[config.mk]
export PLATFORM = sky130hd
export DESIGN_NAME = sd_write_arbiter
export DESIGN_NICKNAME = d
export VERILOG_FILES = /design/src/rtl/sd_write_arbiter.sv
export SDC_FILE = /design/constraint.sdc
export NUM_CORES = 1
export LEC_CHECK = 0
export CAP_MARGIN = 20
export CELL_PAD_IN_SITES_DETAIL_PLACEMENT = 1
export CELL_PAD_IN_SITES_GLOBAL_PLACEMENT = 1
export CORE_ASPECT_RATIO = 0.6
export CORE_MARGIN = 1
export CORE_UTILIZATION = 27
export DETAILED_ROUTE_END_ITERATION = 6
export GPL_TIMING_DRIVEN = 0
export PLACE_DENSITY_LB_ADDON = 0.1
export SLEW_MARGIN = 0
export SYNTH_ARGS = -nofsm -noshare
export SYNTH_HDL_FRONTEND = slang
export SYNTH_SLANG_ARGS = --single-unit
export TNS_END_PERCENT = 10
[constraint.sdc]
create_clock -name clk -period 3.85 [get_ports clk]
set_input_delay 0.77 -clock clk [delete_from_list [all_inputs] [get_ports clk]]
set_output_delay 0.77 -clock clk [all_outputs]
set_load 0.01 [all_outputs]
[src/rtl/sd_write_arbiter.sv]
// Two-requester round-robin arbiter that shares one SD controller for 512-byte sector writes.
// Optional watchdog/FAULT state is built only when SD_ARB_TIMEOUT_EN is defined.
module sd_write_arbiter #(
    parameter int TIMEOUT_CYCLES = 25000000
) (
    input  logic        clk,
    input  logic        reset,
    input  logic        req0,
    input  logic        req1,
    input  logic [31:0] addr0,
    input  logic [31:0] addr1,
    input  logic [7:0]  din0,
    input  logic [7:0]  din1,
    output logic        grant0,
    output logic        grant1,
    output logic        next0,
    output logic        next1,
    input  logic        sd_ready,
    input  logic        sd_ready_for_next_byte,
    output logic        sd_wr,
    output logic [31:0] sd_address,
    output logic [7:0]  sd_din,
    output logic        busy,
    output logic        timeout,
    output logic [2:0]  dbg_state
);

    // Handshake: a sector starts when sd_ready=1 is seen in IDLE; sd_wr is held until the
    // controller drops sd_ready; each cycle sd_ready_for_next_byte=1 in XFER consumes one byte.
`ifdef SD_ARB_TIMEOUT_EN
    typedef enum logic [2:0] {
        S_IDLE  = 3'd0,
        S_ISSUE = 3'd1,
        S_XFER  = 3'd2,
        S_DONE  = 3'd3,
        S_FAULT = 3'd4
    } state_t;
`else
    typedef enum logic [2:0] {
        S_IDLE  = 3'd0,
        S_ISSUE = 3'd1,
        S_XFER  = 3'd2,
        S_DONE  = 3'd3
    } state_t;
`endif

    state_t      state_q, state_d;
    logic        owner_q, owner_d;
    logic        last_q, last_d;
    logic [31:0] sd_address_q, sd_address_d;
    logic [9:0]  cnt_q, cnt_d;
    logic        owned;
    logic        byte_pulse;
    logic        unused_bits;

    assign unused_bits = ^{addr0[8:0], addr1[8:0]};

`ifdef SD_ARB_TIMEOUT_EN
    localparam int WDW = (TIMEOUT_CYCLES > 1) ? $clog2(TIMEOUT_CYCLES) : 1;
    localparam logic [WDW-1:0] WD_LIMIT = WDW'(TIMEOUT_CYCLES - 1);
    logic [WDW-1:0] wdog_q, wdog_d;
`else
    localparam int unused_timeout_cycles = TIMEOUT_CYCLES;
`endif

    assign owned      = (state_q == S_ISSUE) || (state_q == S_XFER) || (state_q == S_DONE);
    assign byte_pulse = (state_q == S_XFER) && sd_ready_for_next_byte;

    always_comb begin
        state_d      = state_q;
        owner_d      = owner_q;
        last_d       = last_q;
        sd_address_d = sd_address_q;
        cnt_d        = cnt_q;

        case (state_q)
            S_IDLE: begin
                if (sd_ready && (req0 || req1)) begin
                    // On a tie the requester that was not served last wins.
                    owner_d      = (req0 && req1) ? ~last_q : req1;
                    sd_address_d = owner_d ? {addr1[31:9], 9'b0} : {addr0[31:9], 9'b0};
                    cnt_d        = '0;
                    state_d      = S_ISSUE;
                end
            end
            S_ISSUE: begin
                if (!sd_ready) begin
                    state_d = S_XFER;
                end
            end
            S_XFER: begin
                if (sd_ready_for_next_byte) begin
                    cnt_d = cnt_q + 10'd1;
                    if (cnt_q == 10'd511) begin
                        state_d = S_DONE;
                    end
                end
            end
            S_DONE: begin
                if (sd_ready) begin
                    last_d  = owner_q;
                    state_d = S_IDLE;
                end
            end
            default: begin
                state_d = state_q;
            end
        endcase

`ifdef SD_ARB_TIMEOUT_EN
        wdog_d = '0;
        if (owned) begin
            if ((state_d != state_q) || byte_pulse) begin
                wdog_d = '0;
            end else if (wdog_q == WD_LIMIT) begin
                state_d = S_FAULT;
            end else begin
                wdog_d = wdog_q + 1'b1;
            end
        end
`endif
    end

    always_ff @(posedge clk) begin
        if (reset) begin
            state_q      <= S_IDLE;
            owner_q      <= 1'b0;
            last_q       <= 1'b1;
            sd_address_q <= '0;
            cnt_q        <= '0;
        end else begin
            state_q      <= state_d;
            owner_q      <= owner_d;
            last_q       <= last_d;
            sd_address_q <= sd_address_d;
            cnt_q        <= cnt_d;
        end
    end

`ifdef SD_ARB_TIMEOUT_EN
    always_ff @(posedge clk) begin
        if (reset) begin
            wdog_q <= '0;
        end else begin
            wdog_q <= wdog_d;
        end
    end

    assign timeout = (state_q == S_FAULT);
`else
    assign timeout = 1'b0;
`endif

    always_comb begin
        grant0 = owned && !owner_q;
        grant1 = owned && owner_q;
        next0  = byte_pulse && !owner_q;
        next1  = byte_pulse && owner_q;
        sd_wr  = (state_q == S_ISSUE);
        sd_din = 8'd0;
        if (state_q == S_XFER) begin
            sd_din = owner_q ? din1 : din0;
        end
    end

    assign sd_address = sd_address_q;
    assign busy       = (state_q != S_IDLE);
    assign dbg_state  = state_q;

endmodule
# Word level (Yosys, flattened, before mapping)
# Index checks and enable logic that the tools add are counted.
op_classes:
  addsub: 1
  multipliers: 0
  div: 0
  magnitude_cmp: 0
  n_eq_ne: 9
  shifts: 0
  mux: 13
  bitwise: 1
  n_reduce_logical: 19
op_table:
  columns: ["operator", "count"]
  rows:
  - ["2-to-1 mux 32 bit", 1]
  - ["2-to-1 mux 10 bit", 2]
  - ["one-hot mux 10 bit (2 select lines)", 1]
  - ["2-to-1 mux 8 bit", 2]
  - ["2-to-1 mux 3 bit", 5]
  - ["one-hot mux 3 bit (4 select lines)", 1]
  - ["adder 10 x 1 -> 10 bit, second input constant", 1]
  - ["equality test 10 x 9 -> 1 bit, second input constant", 1]
  - ["inequality test 2 bit, second input constant", 4]
  - ["logical AND 1 bit", 7]
  - ["equality test 3 x 2 -> 1 bit, second input constant", 2]
  - ["AND reduction 6 bit", 1]
  - ["AND reduction 2 bit", 2]
  - ["nonzero test 4 bit", 1]
  - ["equality test 3 x 1 -> 1 bit, second input constant", 1]
  - ["zero test 3 bit", 1]
  - ["logical OR 1 bit", 3]
  - ["AND reduction 3 bit", 1]
  - ["nonzero test 3 bit", 1]
  - ["inequality test 2 x 1 -> 1 bit, second input constant", 1]
  - ["nonzero test 2 bit", 1]
  - ["zero test 1 bit", 1]
  - ["2-to-1 mux 1 bit", 1]
  - ["inverter 1 bit", 1]
word_totals:
  regBits: 47
  latchBits: 0
  ramBits: 0
  mem_bits_ro: 0
  out_inout_bits: 50
  wordCells: 48
  n_memories: 0

# Depth between registers and ports, before layout
# Gate-level depths: netlist of run 1.
logic_depth:
  word_depth: 4
  depth_mapped: 8
  depth_no_buf: 6

# Worst setup path after synthesis of run 1
# OpenSTA, ideal clock, no wires.
synth_timing:
  path_type: "register to output"
  start: "register state_q[0] (netlist: dbg_state[0])"
  end: "output sd_din[0]"
  t_arrival_ns: 1.284
  required_ns: 3.080
  path_slack_ns: 1.796
  stages_incl_launch_ff: 7
  path_buffers: 2
  cell_sequence: "dfxtp_1 -> inv_1 -> ha_1 -> buf_6 -> inv_1 -> clkbuf_1 -> nor2_1"
synth_via:
  elab_chain_len: 2
synth_rtl:
  columns: ["element", "line", "rtl"]
  rows:
  - ["from (decl)", "47", "state_t state_q, state_d;"]
  - ["from (signal assigned)", "132", "state_q <= state_d;"]
  - ["equality test 3 x 2 -> 1 bit", "161", "if (state_q == S_XFER) begin"]
  - ["2-to-1 mux 8 bit", "161", null]
  - ["to (decl)", "22", "output logic [7:0] sd_din,"]
# Every way passes these cells.

# Worst setup path after layout of run 1
layout_timing:
  start: "register state_q[0] (netlist: dbg_state[0])"
  end: "output sd_din[7]"
# Same word-level chain as after synthesis.

==> metrics.log, run 1 <==
INFO  metric outcome = finished, final reports clean
INFO  metric post_dp_cell_area = 3260 µm²
INFO  metric worstPathArrival = 2200 ps
INFO  metric h-tree-depth = 2
INFO  metric ctsHoldBuffers = 0
INFO  metric detailed_route_wirelength_on_metal3 = 611 µm
INFO  metric drt-total-wl = 6360 µm
INFO  metric boundaryPins = 136
INFO  metric finalInstanceArea = 3400 µm²
INFO  metric crit_buf_inv = 5
INFO  metric worst_slew_pin_slew = 522 ps
INFO  metric clk_transition_reported_paths = 60 ps
INFO  metric endpoint_kind = primary output
INFO  metric crit_path_max_fanout = 10
INFO  metric wl_met1 = 2870 µm
INFO  metric average_detailed_routed_wire_length_per_instance = 13.9 µm
INFO  metric rows = 24
INFO  metric port_buffers = 106
INFO  metric cap_violations = 0
INFO  metric routability_congestion = 0.692
INFO  metric root_buffer = sky130_fd_sc_hd__clkbuf_16
INFO  metric drt_iter0_markers = 46
INFO  metric post_synth_inst_count = 229
INFO  metric detail-route-antenna-nets = 0
INFO  metric rsz0062_at_grt = no
INFO  metric finalNetCount = 444
INFO  metric hold_path_class = flop to flop
INFO  metric clock_insertion_delay_worst_skew = 280 ps
INFO  metric hpwlAfterDp = 5150 µm
INFO  metric ys_dominant_reg_cell = sky130_fd_sc_hd__dfxtp_1
INFO  metric final_hold_viol_count = 0
INFO  metric post-cts-setup-buffers = 0
INFO  metric worst_ir_drop_vdd = 0.170 mV
INFO  metric final-setup-viol-count = 0
INFO  metric route.detailed.vias_per_inst = 4.52
INFO  metric drt_drc_violations_left = 0
INFO  metric grt_start_max_net_pins = 12
INFO  metric fp.coreArea = 7270 µm²
INFO  metric global_route_overflow = 0
INFO  metric drive_above_1_share = 0.0822
INFO  metric die-area = 7900 µm²
INFO  metric pwr_dens = 494 nW/µm²
INFO  metric worstPathRequired = 3080 ps
INFO  metric first_pass_grt_wire_length = 10,300 µm
INFO  metric global_route.usage.total = 0.168
INFO  metric fillerInstances = 886
INFO  metric worstSetupStartpointType = flop
INFO  metric grt_pass1_vias = 2,147
INFO  metric p_leak = 1.26 nW
INFO  metric antennaDiodeCount = 0
INFO  metric top_layer_used = met4
INFO  metric cts_resized = 0
INFO  metric dr_wl_met2 = 2830 µm
INFO  metric mostFrequentLayoutCells = sky130_fd_sc_hd__clkdlybuf4s50_1, sky130_fd_sc_hd__nor2_1, sky130_fd_sc_hd__dfxtp_1
INFO  metric synth.lib_cells_used.distinct = 35
INFO  metric die_h = 69.3 µm
INFO  metric synthArstFlopShare = 0
INFO  metric worst_path_most_repeated_cell = sky130_fd_sc_hd__inv_1
INFO  metric yosys_warnings = 0
INFO  metric timing_worst_setup_path_type = flop to primary output
INFO  metric tritoncts_num_sinks = 37
INFO  metric route.vias.total = 2,067
INFO  metric die_width = 114 µm
INFO  metric cts_tree = done
INFO  metric synth_area = 2040 µm²
INFO  metric slew_headroom = 0.652
INFO  metric area_delta_synth_final = 67.2%
INFO  metric ys_seq_area_frac = 0.364
INFO  metric postSynthAreaPerCell = 8.89 µm²
INFO  metric cpPeakStageDelay = 510 ps
INFO  metric clock_tree_skew_after_final_layout = 5.49 ps
INFO  metric final.setup.tns = 0 ps
INFO  metric timing.critical_path.slowest_stage_cell = sky130_fd_sc_hd__clkdlybuf4s50_1
INFO  metric achievable-frequency = 337 MHz
INFO  metric timing_max_transition_violations_final = 0
INFO  metric yosys_register_bits = 37
INFO  metric layout.cells.most_common = sky130_fd_sc_hd__clkdlybuf4s50_1
INFO  metric layout_worst_path_cycle_share = 0.772
INFO  metric finish.utilization = 0.468
INFO  metric grt_antenna_before_repair = 0
INFO  metric path_cells = inv_1, ha_1, buf_6, inv_1, clkbuf_1, nor2_1, clkdlybuf4s50_1
INFO  metric cts_max_path_bufs = 2
INFO  metric layout_min_cycle_time = 2970 ps
INFO  metric critical_path.top_delay_family = buffers and inverters
INFO  metric synth_edf_count = 0
INFO  metric floorplan.initialDensity = 0.280
INFO  metric detail_route.first_pass.iterations = 4
INFO  metric cts-buffers-inserted = 5
==> cells in the mapped netlist, types with 2 or more instances <==
library cell,number,area [µm²]
sky130_fd_sc_hd__nand2_1,8,30.0
sky130_fd_sc_hd__a21boi_0,2,15.0
sky130_fd_sc_hd__a211oi_1,27,203
sky130_fd_sc_hd__ha_1,6,75.1
sky130_fd_sc_hd__a21o_1,2,15.0
sky130_fd_sc_hd__clkbuf_1,10,37.5
sky130_fd_sc_hd__inv_1,5,18.8
sky130_fd_sc_hd__a21oi_1,10,50.1
sky130_fd_sc_hd__buf_2,4,20.0
sky130_fd_sc_hd__nand3_1,5,25.0
sky130_fd_sc_hd__buf_4,12,90.1
sky130_fd_sc_hd__mux2i_1,34,340
sky130_fd_sc_hd__dfxtp_1,37,741
sky130_fd_sc_hd__nand2b_1,2,12.5
sky130_fd_sc_hd__or4_1,3,22.5
sky130_fd_sc_hd__nor2_1,38,143
sky130_fd_sc_hd__o31ai_1,3,22.5
sky130_fd_sc_hd__or3_1,3,18.8
sky130_fd_sc_hd__o21ai_0,2,10.0
==> layout make-up <==
type	count	area (µm²)	area share
Timing Repair Buffer	106	1060	0.312
Sequential cell	37	741	0.218
Inverter	5	18.8	0.00551
Clock inverter	2	10.0	0.00294
Clock buffer	6	129	0.0379
Multi-Input combinational cell	169	1150	0.338
Tap cell	104	130	0.0382
Buffer	28	163	0.0478
==> flip-flops by register name (all words and copies together) (netlist names) <==
register and count:
last_q 1, dbg_state 2, owner_q 1, sd_address 23, cnt_q 10
==> kinds of logic after synthesis <==
| logic type | after synthesis | share of synthesized area |
|---|---|---|
| AO/OA/AOI/OAI | 52 | 0.186 |
| XOR/XNOR | 1 | 0.00430 |
| adder cells (fa/ha/maj) | 6 | 0.0369 |
| buffers and inverters | 33 | 0.0891 |
| flip-flops | 37 | 0.364 |
| multiplexers | 35 | 0.173 |
| other | 1 | 0.00184 |
| AND/OR/NAND/NOR | 64 | 0.146 |
==> worst paths after layout <==
| kind | startpoint | end | slack (ps) | cells past startpoint |
|---|---|---|---|---|
| hold / removal | cnt_q[8] | cnt_q[8] | 490 | 2 |
| setup reg to reg | dbg_state[1] | sd_address[15] | 1660 | 7 |
| setup / recovery | dbg_state[0] | sd_din[7] | 880 | 7 |
| hold reg to reg | cnt_q[8] | cnt_q[8] | 490 | 2 |
==> worst reg2reg max path: cells and delay by family (launching register included) <==
family | cells | cell delay [ps]
adders and majority gates | 1 | 150
buffers and inverters | 4 | 1170
DFF | 1 | 340
AOI/OAI and AO/OA | 2 | 400
==> through the flow <==
step,worst slack (ps),std cells,hold WS [ps],total power [mW]
finish,880,457,493,1.68
floorplan,1800,239,446,0.913
global route,706,457,512,1.82
CTS,850,457,491,1.71
global placement,1030,449,458,1.29
detailed placement,1030,449,485,1.31
==> power breakdown <==
group | switching (mW) | internal [mW]
Clock | 0.157 | 0.238
Combinational | 0.392 | 0.396
Sequential | 0.0425 | 0.457
==> routing by layer <==
| layer | global-route usage | vias up |
|---|---|---|
| met5 | 0 | - |
| met4 | 0.0433 | 0 |
| met3 | 0.0656 | 8 |
| met2 | 0.265 | 75 |
| met1 | 0.215 | 941 |
| li1 | - | 1043 |
Note: power is estimated with default switching activity, not from simulation.
==> run 2, diff against run 1 <==
--- a/config.mk
+++ b/config.mk
@@ -10,7 +10,7 @@
 export CELL_PAD_IN_SITES_GLOBAL_PLACEMENT = 1
 export CORE_ASPECT_RATIO = 0.6
 export CORE_MARGIN = 1
-export CORE_UTILIZATION = 27
+export CORE_UTILIZATION = 25
 export DETAILED_ROUTE_END_ITERATION = 6
 export GPL_TIMING_DRIVEN = 0
 export PLACE_DENSITY_LB_ADDON = 0.1
==> constraint.sdc (replaced) <==
create_clock -name clk -period 3 [get_ports clk]
set_input_delay 0.6 -clock clk [delete_from_list [all_inputs] [get_ports clk]]
set_output_delay 0.6 -clock clk [all_outputs]
set_load 0.01 [all_outputs]
==> run 2 against run 1 <==
  * Combinational power rose by 29%
  * Non-clock buffer count stayed put
  * Core utilization decreased by 3.5 points
  * Via count is 1.1% higher
  * Die area up 7.8%
  * Hold slack got worse by 6.3 ps
  * Global-route usage fell by 1.5 points
  * Final area grew 0.26%
  * Total power increased by 29%
  * Clock power rose by 30%
  * Largest cell class unchanged
==> metrics.log, run 2 (same netlist as run 1, synthesis figures left out) <==
INFO  metric layout.cells.most_common = sky130_fd_sc_hd__clkdlybuf4s50_1
INFO  metric drive_above_1_share = 0.0795
INFO  metric grt_start_max_net_pins = 11
INFO  metric holdPathStages = 2
INFO  metric post-cts-setup-buffers = 0
INFO  metric fp.coreArea = 7880 µm²
INFO  metric rsz0062_at_grt = no
INFO  metric worstPathRequired = 2400 ps
INFO  metric routability_congestion = 0.693
INFO  metric hpwlAfterDp = 5110 µm
INFO  metric layout_min_cycle_time = 2810 ps
INFO  metric achievable-frequency = 356 MHz
INFO  metric crit_path_max_fanout = 10
INFO  metric cts-buffers-inserted = 5
INFO  metric mostFrequentLayoutCells = sky130_fd_sc_hd__clkdlybuf4s50_1, sky130_fd_sc_hd__nor2_1, sky130_fd_sc_hd__dfxtp_1
INFO  metric global_route_overflow = 0
INFO  metric detail_route.first_pass.iterations = 4
INFO  metric port_buffers = 106
INFO  metric die-area = 8520 µm²
INFO  metric post-place-cells = 453
INFO  metric endpoint_kind = primary output
INFO  metric finalNetCount = 444
INFO  metric clock_insertion_delay_worst_skew = 270 ps
INFO  metric hold_path_class = flop to flop
INFO  metric post_dp_cell_area = 3270 µm²
INFO  metric cap_violations = 0
INFO  metric worst_ir_drop_vdd = 0.262 mV
INFO  metric global_route.usage.total = 0.153
INFO  metric route.vias.total = 2,089
INFO  metric pwr_dens = 637 nW/µm²
INFO  metric layout_worst_path_cycle_share = 0.935
INFO  metric h-tree-depth = 2
INFO  metric drt_drc_violations_left = 0
INFO  metric final_hold_viol_count = 0
INFO  metric timing_worst_setup_path_type = flop to primary output
INFO  metric detail-route-antenna-nets = 0
INFO  metric root_buffer = sky130_fd_sc_hd__clkbuf_16
INFO  metric floorplan.initialDensity = 0.258
INFO  metric place_ws = 386 ps
INFO  metric clk_transition_reported_paths = 50 ps
INFO  metric cts_tree = done
INFO  metric die_h = 71.9 µm
INFO  metric cts_max_path_bufs = 2
INFO  metric timing_max_transition_violations_final = 0
INFO  metric finalInstanceArea = 3410 µm²
INFO  metric die_width = 118 µm
INFO  metric grt_pass1_vias = 2,098
INFO  metric grt_antenna_before_repair = 0
INFO  metric area_delta_synth_final = 67.6%
INFO  metric ctsHoldBuffers = 0
INFO  metric outcome = finished, final reports clean
INFO  metric p_leak = 1.26 nW
INFO  metric rows = 25
INFO  metric average_detailed_routed_wire_length_per_instance = 14.3 µm
INFO  metric worstSetupStartpointType = flop
INFO  metric tritoncts_num_sinks = 37
INFO  metric drt-total-wl = 6560 µm
INFO  metric stdcell_count = 460
INFO  metric post-route-worst-setup-slack = 194 ps
INFO  metric worstPathArrival = 2210 ps
INFO  metric boundaryPins = 136
INFO  metric final.setup.tns = 0 ps
INFO  metric slew_headroom = 0.637
INFO  metric clock_tree_skew_after_final_layout = 3.23 ps
INFO  metric first_pass_grt_wire_length = 10,400 µm
INFO  metric max_reg_flops = 23
INFO  metric route.detailed.vias_per_inst = 4.54
INFO  metric antennaDiodeCount = 0
INFO  metric worstRegToRegCells = 7
INFO  metric worst_slew_pin_slew = 545 ps
INFO  metric drt_iter0_markers = 39
INFO  metric cts_resized = 0
INFO  metric final-setup-viol-count = 0
[run 2: changes by cell type in the layout (fill, tap and decap cells not counted), sizes merged]
cell,previous run,this run
clkinv,2,0
clkbuf,16,17
[run 2: worst max-delay path, cell delays in order, from the launching register on]
cell and delay [ps]:
sky130_fd_sc_hd__dfxtp_1 410, sky130_fd_sc_hd__inv_1 110, sky130_fd_sc_hd__ha_1 220, sky130_fd_sc_hd__buf_6 140
sky130_fd_sc_hd__inv_1 70, sky130_fd_sc_hd__clkbuf_1 370, sky130_fd_sc_hd__nor2_1 100, sky130_fd_sc_hd__clkdlybuf4s50_1 510
[run 2: worst paths after layout]
check                                   from             end  slack (ps)
worst max-delay path            dbg_state[0]       sd_din[1]         190
worst min-delay path                cnt_q[9]        cnt_q[9]         490
worst max register to register  dbg_state[0]  sd_address[24]         780
worst min register to register      cnt_q[9]        cnt_q[9]         490
[run 2: cell type report]
cell class	count	area (µm²)
inverters	5	18.8
plain buffers	28	163
repair buffers	106	1060
multi-input cells	169	1150
clock buffers	7	143
well taps	108	135
flip-flops and latches	37	741
fillers	927	4470
[run 2: metrics by stage]
stage,utilization,hold WS (ps),power (mW)
6_report,0.433,487,2.17
2_1_floorplan,-,446,1.17
4_1_cts,0.433,488,2.21
3_3_place_gp,0.415,458,1.66
3_5_place_dp,0.415,476,1.68
5_1_grt,0.433,509,2.33
[run 2: where the power goes]
group	total [mW]	switching, mW	internal (mW)
logic	1.02	0.511	0.508
registers	0.642	0.0556	0.586
clock network	0.512	0.186	0.326
total	2.17	0.752	1.42
[run 2: routing by layer]
metal  track usage  vias up  share of wire
met5             0        -              0
met4        0.0281        0         0.0052
met3        0.0597        2          0.083
met2         0.247       72           0.43
met1         0.198      977           0.48
li1              -     1038              -
